===== config.mk =====
export PLATFORM = sky130hd
export DESIGN_NAME = druaga_load_ctrl
export DESIGN_NICKNAME = d
export VERILOG_FILES = /design/src/rtl/druaga_pkg.sv /design/src/rtl/load_settle_timer.sv /design/src/rtl/druaga_load_ctrl.sv
export SDC_FILE = /design/constraint.sdc
export NUM_CORES = 1
export LEC_CHECK = 0
export CAP_MARGIN = 20
export CORE_ASPECT_RATIO = 0.9
export CORE_MARGIN = 10
export CORE_UTILIZATION = 50
export CTS_CLUSTER_SIZE = 40
export DETAILED_ROUTE_END_ITERATION = 10
export GPL_TIMING_DRIVEN = 0
export HOLD_SLACK_MARGIN = 0.03
export PLACE_DENSITY = 0.95
export SLEW_MARGIN = 20
export SYNTH_ARGS = -nofsm -noshare
export SYNTH_HDL_FRONTEND = slang
export SYNTH_SLANG_ARGS = --single-unit

===== constraint.sdc =====
create_clock -name clk_sys -period 5.6 [get_ports clk_sys]
set_input_delay 1.4 -clock clk_sys [delete_from_list [all_inputs] [get_ports clk_sys]]
set_output_delay 1.4 -clock clk_sys [all_outputs]
set_load 0.02 [all_outputs]

===== src/rtl/druaga_pkg.sv =====
// Shared definitions for the Druaga download/load controller.
//   load_state_t : controller states (HOLD, LOAD, RUN)
//   IDX_ROM      : hps_io download index carrying the ROM image
//   IDX_TNO      : hps_io download index carrying the title number byte
package druaga_pkg;

  typedef enum logic [1:0] {
    HOLD,
    LOAD,
    RUN
  } load_state_t;

  localparam logic [7:0] IDX_ROM = 8'd0;
  localparam logic [7:0] IDX_TNO = 8'd1;

endpackage


===== src/rtl/load_settle_timer.sv =====
// Loadable down-counter that times the settle window in which the game core
// is kept in reset after a download or reset request.
// Ports:
//   clk_sys : system clock
//   reset   : synchronous active-high reset (reloads the counter)
//   load    : reload to the full settle window
//   enable  : count down (controller is in HOLD)
//   done    : high during the last cycle of the window
module load_settle_timer #(
  parameter int unsigned SETTLE_CYC = 1024
) (
  input  logic clk_sys,
  input  logic reset,
  input  logic load,
  input  logic enable,
  output logic done
);

  localparam int unsigned CW = $clog2(SETTLE_CYC);
  localparam logic [CW-1:0] START = CW'(SETTLE_CYC - 1);

  logic [CW-1:0] count;

  // Reloading sets the equivalent of an up-count of zero; reaching zero here
  // corresponds to the up-count reaching SETTLE_CYC-1.
  always_ff @(posedge clk_sys) begin
    if (reset || load) begin
      count <= START;
    end else if (enable && count != '0) begin
      count <= count - 1'b1;
    end
  end

  assign done = enable && !load && (count == '0);

endmodule


===== src/rtl/druaga_load_ctrl.sv =====
// Sequencing controller between the hps_io download port and the Druaga game
// core: forwards ROM bytes during a download, latches the title number, holds
// the core in reset through download plus a settle window, and checks the
// downloaded image size.
// Optional feature macro: DRUAGA_LOAD_CSUM_EN (running checksum on csum).
// Ports:
//   clk_sys, RESET              : clock and synchronous active-high reset
//   rst_req                     : OSD/button reset request (level)
//   ioctl_download/wr/addr/dout/index : hps_io download interface
//   rom_wr, rom_addr, rom_data  : registered write port to the core ROMs
//   tno                         : latched title number (0 = none)
//   core_reset                  : reset to the game core
//   load_done                   : a correctly sized image has been loaded
//   size_err                    : last download had the wrong byte count
//   csum                        : checksum of forwarded bytes (0 if disabled)
module druaga_load_ctrl
  import druaga_pkg::*;
#(
  parameter int unsigned AW         = 17,
  parameter int unsigned ROM_BYTES  = 17'h1_0000,
  parameter int unsigned SETTLE_CYC = 1024
) (
  input  logic          clk_sys,
  input  logic          RESET,
  input  logic          rst_req,
  input  logic          ioctl_download,
  input  logic          ioctl_wr,
  input  logic [24:0]   ioctl_addr,
  input  logic [7:0]    ioctl_dout,
  input  logic [7:0]    ioctl_index,
  output logic          rom_wr,
  output logic [AW-1:0] rom_addr,
  output logic [7:0]    rom_data,
  output logic [3:0]    tno,
  output logic          core_reset,
  output logic          load_done,
  output logic          size_err,
  output logic [7:0]    csum
);

  localparam logic [24:0] ROM_LIMIT = 25'(ROM_BYTES);
  localparam logic [AW:0] ROM_COUNT = (AW+1)'(ROM_BYTES);

  load_state_t   state;
  logic          download_q;
  logic [AW:0]   byte_cnt;
  logic          settle_done;

  logic dl_rise;
  logic dl_fall;
  logic wr_rom;
  logic wr_fwd;
  logic wr_tno;

  assign dl_rise = ioctl_download && !download_q;
  assign dl_fall = !ioctl_download && download_q;
  assign wr_rom  = (state == LOAD) && ioctl_wr && (ioctl_index == IDX_ROM);
  assign wr_fwd  = wr_rom && (ioctl_addr < ROM_LIMIT);
  assign wr_tno  = (state == LOAD) && ioctl_wr && (ioctl_index == IDX_TNO);

  // The timer is held at its full window everywhere except HOLD, so HOLD is
  // always entered with a fresh window; rst_req in HOLD restarts it.
  load_settle_timer #(
    .SETTLE_CYC(SETTLE_CYC)
  ) u_settle (
    .clk_sys(clk_sys),
    .reset  (RESET),
    .load   ((state != HOLD) || rst_req),
    .enable (state == HOLD),
    .done   (settle_done)
  );

  // Controller FSM with registered core_reset and image status flags.
  // download_q reloads from the live input on RESET so a download that is
  // still high afterwards is not mistaken for a new rising edge.
  always_ff @(posedge clk_sys) begin
    if (RESET) begin
      state      <= HOLD;
      core_reset <= 1'b1;
      download_q <= ioctl_download;
      size_err   <= 1'b0;
      load_done  <= 1'b0;
    end else begin
      download_q <= ioctl_download;
      if (dl_rise) begin
        state      <= LOAD;
        core_reset <= 1'b1;
      end else begin
        case (state)
          LOAD: begin
            if (dl_fall) begin
              state     <= HOLD;
              size_err  <= (byte_cnt != ROM_COUNT);
              load_done <= load_done | (byte_cnt == ROM_COUNT);
            end
          end
          HOLD: begin
            if (settle_done) begin
              state      <= RUN;
              core_reset <= 1'b0;
            end
          end
          RUN: begin
            if (rst_req) begin
              state      <= HOLD;
              core_reset <= 1'b1;
            end
          end
          default: begin
            state      <= HOLD;
            core_reset <= 1'b1;
          end
        endcase
      end
    end
  end

  // Write forwarding, title latch and saturating byte counter.
  always_ff @(posedge clk_sys) begin
    if (RESET) begin
      rom_wr   <= 1'b0;
      rom_addr <= '0;
      rom_data <= '0;
      tno      <= '0;
      byte_cnt <= '0;
    end else begin
      rom_wr <= wr_fwd;
      if (wr_fwd) begin
        rom_addr <= ioctl_addr[AW-1:0];
        rom_data <= ioctl_dout;
      end
      if (wr_tno) begin
        tno <= ioctl_dout[3:0];
      end
      if (dl_rise) begin
        byte_cnt <= '0;
      end else if (wr_rom && byte_cnt != '1) begin
        byte_cnt <= byte_cnt + 1'b1;
      end
    end
  end

`ifdef DRUAGA_LOAD_CSUM_EN
  logic [7:0] csum_q;

  // Modulo-256 sum of forwarded bytes, updated alongside rom_wr.
  always_ff @(posedge clk_sys) begin
    if (RESET || dl_rise) begin
      csum_q <= 8'h00;
    end else if (wr_fwd) begin
      csum_q <= csum_q + ioctl_dout;
    end
  end

  assign csum = csum_q;
`else
  assign csum = 8'h00;
`endif

endmodule

After elaboration in Yosys (flattened, before gate mapping)
Cells that the tools add are included.
{ "classes": {"reduce_logical": 25, "n_addsub": 2, "mux": 8, "n_shift": 0, "bitwise_logic": 3, "order_cmp": 1, "n_eq_ne": 12, "div_mod_pow": 0, "n_mul": 0} }
{ "ops": {"columns": ["cell", "count"], "rows": [
  ["$lt 25x17->1 const B", 1],
  ["$add 18x1->18 const B", 1],
  ["$eq 18x17->1 const B", 1],
  ["$ne 18x17->1 const B", 1],
  ["$ne 18x18->1 const B", 1],
  ["$reduce_and 3->1", 4],
  ["$logic_and 1x1->1", 10],
  ["$logic_not 10->1", 1],
  ["$reduce_bool 10->1", 1],
  ["$sub 10x1->10 const B", 1],
  ["$ne 3x3->1 const B", 3],
  ["$eq 8x1->1 const B", 1],
  ["$logic_not 8->1", 1],
  ["$mux 2", 3],
  ["$ne 2x2->1 const B", 3],
  ["$pmux 2 s3", 1],
  ["$logic_not 1->1", 3],
  ["$mux 1", 3],
  ["$pmux 1 s3", 1],
  ["$eq 2x1->1 const B", 1],
  ["$eq 2x2->1 const B", 1],
  ["$logic_not 2->1", 1],
  ["$logic_or 1x1->1", 2],
  ["$not 1->1", 2],
  ["3 further kinds", 3]
]} }
{ "word_totals": {"romBits": 0, "ramBits": 0, "latch_bits": 0, "ff_bits": 64, "output_inout_bits": 41, "memories": 0} }

Logic depth before layout (Yosys ltp)
{ "logic_depth": {"depth_word": 8, "mapped_depth": 7, "depth_no_buf": 7} }

Modules after synthesis
A second synthesis with hierarchy kept.
{ "unflattened": {"cells_unflattened": 320, "hier_area_um2": 2925.3} }
{ "by_module_without_submodules": {"columns": ["mod", "cells_per_inst", "area_each_um2", "instances", "seq_area_each_um2"], "rows": [
  ["druaga_load_ctrl", 263, 2434.8, 1, 1081.0],
  ["load_settle_timer", 57, 490.5, 1, 200.2]
]} }

Worst setup path after synthesis
Ideal clock, no wire load.
{ "synth_timing": {"kind": "input -> register", "start": "input port ioctl_index[4]", "end": "register byte_cnt[11]", "cell_stages": 6, "setup_ns": 0.071, "arrival_time_ns": 3.312, "n_path_buf": 1, "slack_ns": 2.217, "path_cell_list": "or4b_1 > or4_1 > buf_2 > a21o_1 > or4_1 > a21oi_1"} }
{ "synth_via": {"elab_chain_cells": 3} }
{ "synth_rtl": {"columns": ["element", "line", "source"], "rows": [
  ["from (decl)", "druaga_load_ctrl.sv:30", "input logic [7:0] ioctl_index,"],
  ["$logic_not 8->1", "druaga_load_ctrl.sv:57", "assign wr_rom = (state == LOAD) && ioctl_wr && (ioctl_index == IDX_ROM);"],
  ["$logic_and 1x1->1", "druaga_load_ctrl.sv:57", null],
  ["$logic_and 1x1->1", "druaga_load_ctrl.sv:137", "end else if (wr_rom && byte_cnt != '1) begin"],
  ["to (signal assigned)", "druaga_load_ctrl.sv:138", "byte_cnt <= byte_cnt + 1'b1;"],
  ["to (decl)", "druaga_load_ctrl.sv:46", "logic [AW:0] byte_cnt;"]
]} }
No other way between the ends.
A chain may end at the register's enable or synchronous reset.

Final worst setup path
{ "layout_timing": {"start": "input port ioctl_index[7]", "end": "register rom_addr[12]"} }
{ "layout_via": {"elab_chain_cells": 3} }
{ "layout_rtl": {"columns": ["element", "line", "source"], "rows": [
  ["$logic_not 8->1", "druaga_load_ctrl.sv:57", null],
  ["$logic_and 1x1->1", "druaga_load_ctrl.sv:57", null],
  ["$logic_and 1x1->1", "druaga_load_ctrl.sv:58", "assign wr_fwd = wr_rom && (ioctl_addr < ROM_LIMIT);"],
  ["to (signal assigned)", "druaga_load_ctrl.sv:129", "rom_addr <= ioctl_addr[AW-1:0];"],
  ["to (decl)", "druaga_load_ctrl.sv:32", "output logic [AW-1:0] rom_addr,"]
]} }
No other way between the ends.

==> flow_summary.yaml <==
placement:
  port_buffers: 78
  place_area_um2: 3710
  finalWeightedCongestion: 0.895
  place_ws_ns: 1.58
  hpwl_mm: 6.43
sta:
  setup_tns_ns: 0
  setup_viol: 0
  report.final.hold_viol_count: 0
  worst_slack_ns: 1.83
  worstMarginPinSlew_ns: 0.910
  maxSlewHeadroom: 0.388
  clock.fmax_mhz: 265
  rsz0062_at_grt: "false"
  fin_crit_sh: 0.674
  clock_skew_ns: 0.0124
  finalMaxSlewViolations: 0
  min_period_ns: 3.77
cells_and_area:
  n_antenna_cell: 0
  syn2layout_area_growth_pct: 39.4
  drive_above_1_share: 0.0704
  design_area_um2: 3930
  final_nets: 460
logic_synthesis:
  synth_edf_count: 0
  ys_types: 43
  ys.flop_type: "dfxtp_1"
  ys_warn_count: 0
  async_flop_share: 0
  seq_area_frac_synth: 0.455
  synthesis.area_um2: 2820
  synth_seq_cells: 64
  postSynthAreaPerCell_um2: 9.03
  syn-instance-count: 312
cts:
  ctsHoldBuffers: 0
  insertion_delay_ns: 0.35
  post_cts_buffers: 0
  h-tree-depth: 3
  numCtsBuffers: 9
  root_buffer: "clkbuf_8"
  cts_resized: 0
  clock_path_buffers: 2
  cts.clk_slew.worst_paths_ns: 0.08
  cts_tree: "done"
  clkSinkCount: 64
route:
  wl_mm: 9.07
  wire_per_inst_um: 18.9
  vias: 2740
  drc: 0
  routed_via_density: 5.72
  ant_nets: 0
  first_pass_iters: 5
  drt_iter0_markers: 160
pwr:
  peakVddDrop_v: 0.000169
  powerDensity_nw_per_um2: 247
  p_leak_nw: 1.41
critical_path:
  critPathLaunchType: "primary input"
  required_ns: 5.81
  startpoint: "ioctl_index[7]"
  worstSetupPathType: "in2reg"
  end_kind: "flop"
  crit_arrival_ns: 3.98
  crit_fanout: 10
  r2r_start: "byte_cnt[0]"
die:
  rows: 25
  io_pins: 87
  die_w_um: 99.1
  fp.dieH_um: 91.2
  start_util: 0.527
  core_region_area_um2: 5350
  die-area_um2: 9040
global_routing:
  grt_pass1_wl_mm: 14.9
  grt_pass1_vias: 2919
  grt_usage: 0.205
  grt_max_degree: 12
  grt-ovfl-total: 0
  grt_antenna_before_repair: 0
min_path:
  min-delay-start: "rom_addr[3]"
  hold_class: "reg2reg"
status:
  status: "finished, final reports clean"
run:
  cap_violations: 0
-- Yosys cell counts (all sizes together) (3+ instances only) --
cell / number / share of area
ha: 6 / 0.027
nor3: 7 / 0.012
nand3: 12 / 0.021
nor2: 46 / 0.064
xor2: 4 / 0.012
o21ai: 6 / 0.011
nand4: 7 / 0.016
o31ai: 3 / 0.0080
or4: 10 / 0.027
inv: 8 / 0.011
clkbuf: 7 / 0.0093
mux2i: 31 / 0.11
a21oi: 12 / 0.021
xnor2: 6 / 0.019
dfxtp: 64 / 0.45
or3: 6 / 0.013
nor4: 11 / 0.024
nand2: 23 / 0.031
buf: 14 / 0.033
-- per-stage QoR --
stage	util	hold slack, ns	instances	power, W
after floorplan	-	0.459	319	0.000494
after global placement	0.693	0.455	464	0.000531
after detailed placement	0.693	0.489	464	0.000533
after CTS	0.734	0.509	479	0.000970
after global routing	0.734	0.532	479	0.000998
final	0.734	0.504	479	0.000971
-- cells in the final DEF, fill, tap and decap left out, drive strengths merged, types with 10 or more instances in the layout --
cell type / count
nor2: 46
nor4: 11
or4: 10
dfxtp: 64
clkbuf: 17
nand2: 23
a21oi: 12
buf: 14
mux2i: 31
clkdlybuf4s50: 78
nand3: 12
-- layout make-up --
type	instances	area, um2
buffer	21	119
clock buffer	10	138
clock inverter	5	81.3
fill	322	1420
inverter	8	30.0
multi-input combinational	226	1410
sequential	64	1280
tap	67	83.8
timing repair buffer	78	781
-- critical path, stage by stage --
cell and delay (ns):
clkdlybuf4s50_1 0.41, or4b_1 0.54, or4_1 0.50, buf_2 0.21
nor2_4 0.26, buf_4 0.28, mux2i_1 0.28, nor2_1 0.09
-- sequential cells by signal, indices dropped and copies added, names as in the netlist --
| register | cells |
|---|---|
| tno | 4 |
| core_reset | 1 |
| rom_data | 8 |
| size_err | 1 |
| load_done | 1 |
| u_settle.count | 10 |
| rom_addr | 17 |
| rom_wr | 1 |
| download_q | 1 |
| state | 2 |
| byte_cnt | 18 |
-- layer usage --
| metal | global-route usage | routed length, um |
|---|---|---|
| met5 | 0 | 0 |
| met4 | 0.105 | 323 |
| met3 | 0.110 | 1070 |
| met2 | 0.341 | 4300 |
| met1 | 0.203 | 3370 |
-- power breakdown --
group / switching (W) / internal (W) / leakage, nW
clock: 0.000185 / 0.000260 / 0.108
combinational: 0.0000287 / 0.0000382 / 0.785
sequential: 0.00000221 / 0.000457 / 0.517
-- path summary, 6_finish.rpt --
path	endpoint	slack, ns	depth (start not counted)
hold reg to reg	rom_addr[3]	0.50	2
setup reg to reg	byte_cnt[9]	2.95	7
hold / removal	rom_addr[3]	0.50	2
setup / recovery	rom_addr[12]	1.83	8
-- cells by family (layout without fill, tap and decap cells) --
logic type,after synthesis,count (layout),share of synthesized area
AO/OA/AOI/OAI,34,34,0.0760
XOR/XNOR,10,10,0.0311
adder cells (fa/ha/maj),6,6,0.0267
buffers and inverters,29,122,0.0529
flip-flops,64,64,0.455
multiplexers,31,31,0.110
other,1,8,0.00133
AND/OR/NAND/NOR,137,137,0.247
No activity file was read; power rests on OpenSTA's default activity.
==> RTL edit (config.mk and constraints unchanged) <==
Add a define of `DRUAGA_LOAD_CSUM_EN`.
--- a/src/rtl/druaga_load_ctrl.sv
+++ b/src/rtl/druaga_load_ctrl.sv
@@ -13,6 +13,8 @@
 //   load_done                   : a correctly sized image has been loaded
 //   size_err                    : last download had the wrong byte count
 //   csum                        : checksum of forwarded bytes (0 if disabled)
+`define DRUAGA_LOAD_CSUM_EN
+
 module druaga_load_ctrl
   import druaga_pkg::*;
 #(
Formal check against the unedited RTL: not equivalent (a bounded check fails within 4 cycles, from zero or initial values and one cycle with RESET high).
==> RTL edit against the original RTL <==
  * Synthesized cell count rose by 22%
  * Cell area rose by 13%
  * Clock skew fell by 0.0043 ns
  * Power rose by 11%
  * Wire length rose by 4.6%
  * Area after synthesis rose by 15%
  * Die area rose by 12%
  * Sequential cell count rose by 8
  * Largest cell class unchanged
  * Setup slack improved by 0.32 ns
==> RTL edit: results (changes against the original RTL) <==
| Metric | Value |
|---|---|
| Status | `finished, final reports clean` |
| Drt first pass iters | `4 (-1)` |
| Layout net count | `538 (+17%)` |
| Multiplexer area fraction after synthesis | `0.0247 (-0.0855)` |
| Worst skew pair latency | `0.35 ns (about the same)` |
| Antenna Cells | `0 (unchanged)` |
| Area fraction in compound gates after synthesis | `0.100 (+0.0245)` |
| Adder-Cell Fraction of Synth Area | `0.0564 (+0.0297)` |
| CP max stage cell | `clkdlybuf4s50_1` |
| Post-synth top area cell | `dfxtp_1` |
| Synth unique cells | `47 (+9.3%)` |
| Initial antenna violation count | `0 (unchanged)` |
| HPWL after DPL | `7060 um (+9.9%)` |
| Slew headroom | `0.583 (+0.195)` |
| Clock Skew | `0.00809 ns (-0.00434 ns)` |
| P_leak | `1.59 nW (+13%)` |
| Sequential area share after synthesis | `0.445 (-0.00995)` |
| FILL cells | `442 (+37%)` |
| First-pass GRT wire length | `15400 um (+2.7%)` |
| Setup Fix Bufs, Post-CTS | `0 (unchanged)` |
| Slowest stage delay, CP | `0.53 ns` |
| Root Driver | `clkbuf_8` |
| Reg clk slew, reported paths | `0.08 ns (about the same)` |
| Largest regs | `byte_cnt (18), rom_addr (17), u_settle.count (10)` |
| H-tree depth | `3 (unchanged)` |
| GRT Overall Usage | `0.185 (-0.0195)` |
| Largest net degree at the start of global routing | `13 (+1)` |
| Max Root-Sink Buffers | `2 (unchanged)` |
| CP top delay family | `compound AO/OA/AOI/OAI gates` |
| Yosys warnings | `0 (unchanged)` |
| GPL Wtd Cong | `0.878 (-1.9%)` |
| Setup TNS | `0 ns (unchanged)` |
| Commonest cells post-synth | `nand2_1, dfxtp_1, a21oi_1` |
| Hold Crit Class | `reg -> reg` |
| Synth Area in XOR/XNOR | `0.0676 (+0.0365)` |
| Post-Route WL | `9480 um (+4.6%)` |
| PortBufs | `85 (+9.0%)` |
| Critical path peak fanout | `4 (-6)` |
| Worst Path Arrival | `3.74 ns (-0.24 ns)` |
| Vias in the first global route | `3251 (+11%)` |
| Initial DRC Count | `170 (+6.3%)` |
| Ys async rst share | `0 (unchanged)` |
| CTS buffer count | `9 (unchanged)` |
| Syn nets | `442` |
| Fraction of layout cells with a size suffix above 1 | `0.0704 (about the same)` |
| Total gr overflow | `0 (unchanged)` |
| Max IR drop VDD | `0.168 mV (-1.1%)` |
| Ranking of synthesized cells by area | `dfxtp_1, nand2_1, a21oi_1` |
| Post-DR vias/cell | `5.37 (-6.1%)` |
| Post-CTS sizing | `0 (unchanged)` |
| Cell Area, Placed | `4200 um^2 (+13%)` |
## RTL edit: power by group
part	leakage [nW]	total, mW	internal [mW]	switching, mW
registers	0.581	0.515	0.513	0.00157
clock network	0.124	0.500	0.308	0.192
logic	0.888	0.0662	0.0369	0.0293
## RTL edit: layout make-up
cell class              count  area (um^2)  share of cell area
repair buffers             85          851               0.191
flip-flops and latches     72         1440               0.324
well taps                  87          109              0.0245
plain buffers              15         65.1              0.0146
multi-input cells         284         1690               0.381
inverters                  11         41.3             0.00929
clock buffers              11          141              0.0318
clock inverters             5          104              0.0234
## RTL edit: through the flow
stage               instances  hold slack (ns)  setup WS, ns   util
floorplan                 382            0.461          2.63      -
global placement          554            0.437          1.97  0.676
detailed placement        554            0.444          1.94  0.676
CTS                       570            0.454          2.19  0.715
global route              570            0.474          2.04  0.715
finish                    570            0.452          2.15  0.715
## RTL edit: layer usage
layer | routed length [um] | global-route usage | up-vias
li1 | - | - | 1504
met1 | 3900 | 0.202 | 1460
met2 | 4910 | 0.337 | 87
met3 | 555 | 0.0501 | 12
met4 | 120 | 0.0822 | 0
met5 | 0 | 0 | -
## RTL edit: logic make-up (layout without fill, tap and decap cells)
kind of cell             after synthesis  after routing
AO/OA/AOI/OAI                         57             57
multiplexers                           8              8
AND/OR/NAND/NOR                      180            180
XOR/XNOR                              25             25
flip-flops                            72             72
adder cells (fa/ha/maj)               14             14
buffers and inverters                 26            127
## RTL edit: worst paths after layout
check	from	endpoint	slack [ns]	cells past startpoint
worst max-delay path	ioctl_dout[1]	csum[7]	2.15	8
worst max register to register	csum[1]	csum[7]	3.37	7
worst min register to register	rom_addr[9]	rom_addr[9]	0.45	2
worst min-delay path	rom_addr[9]	rom_addr[9]	0.45	2
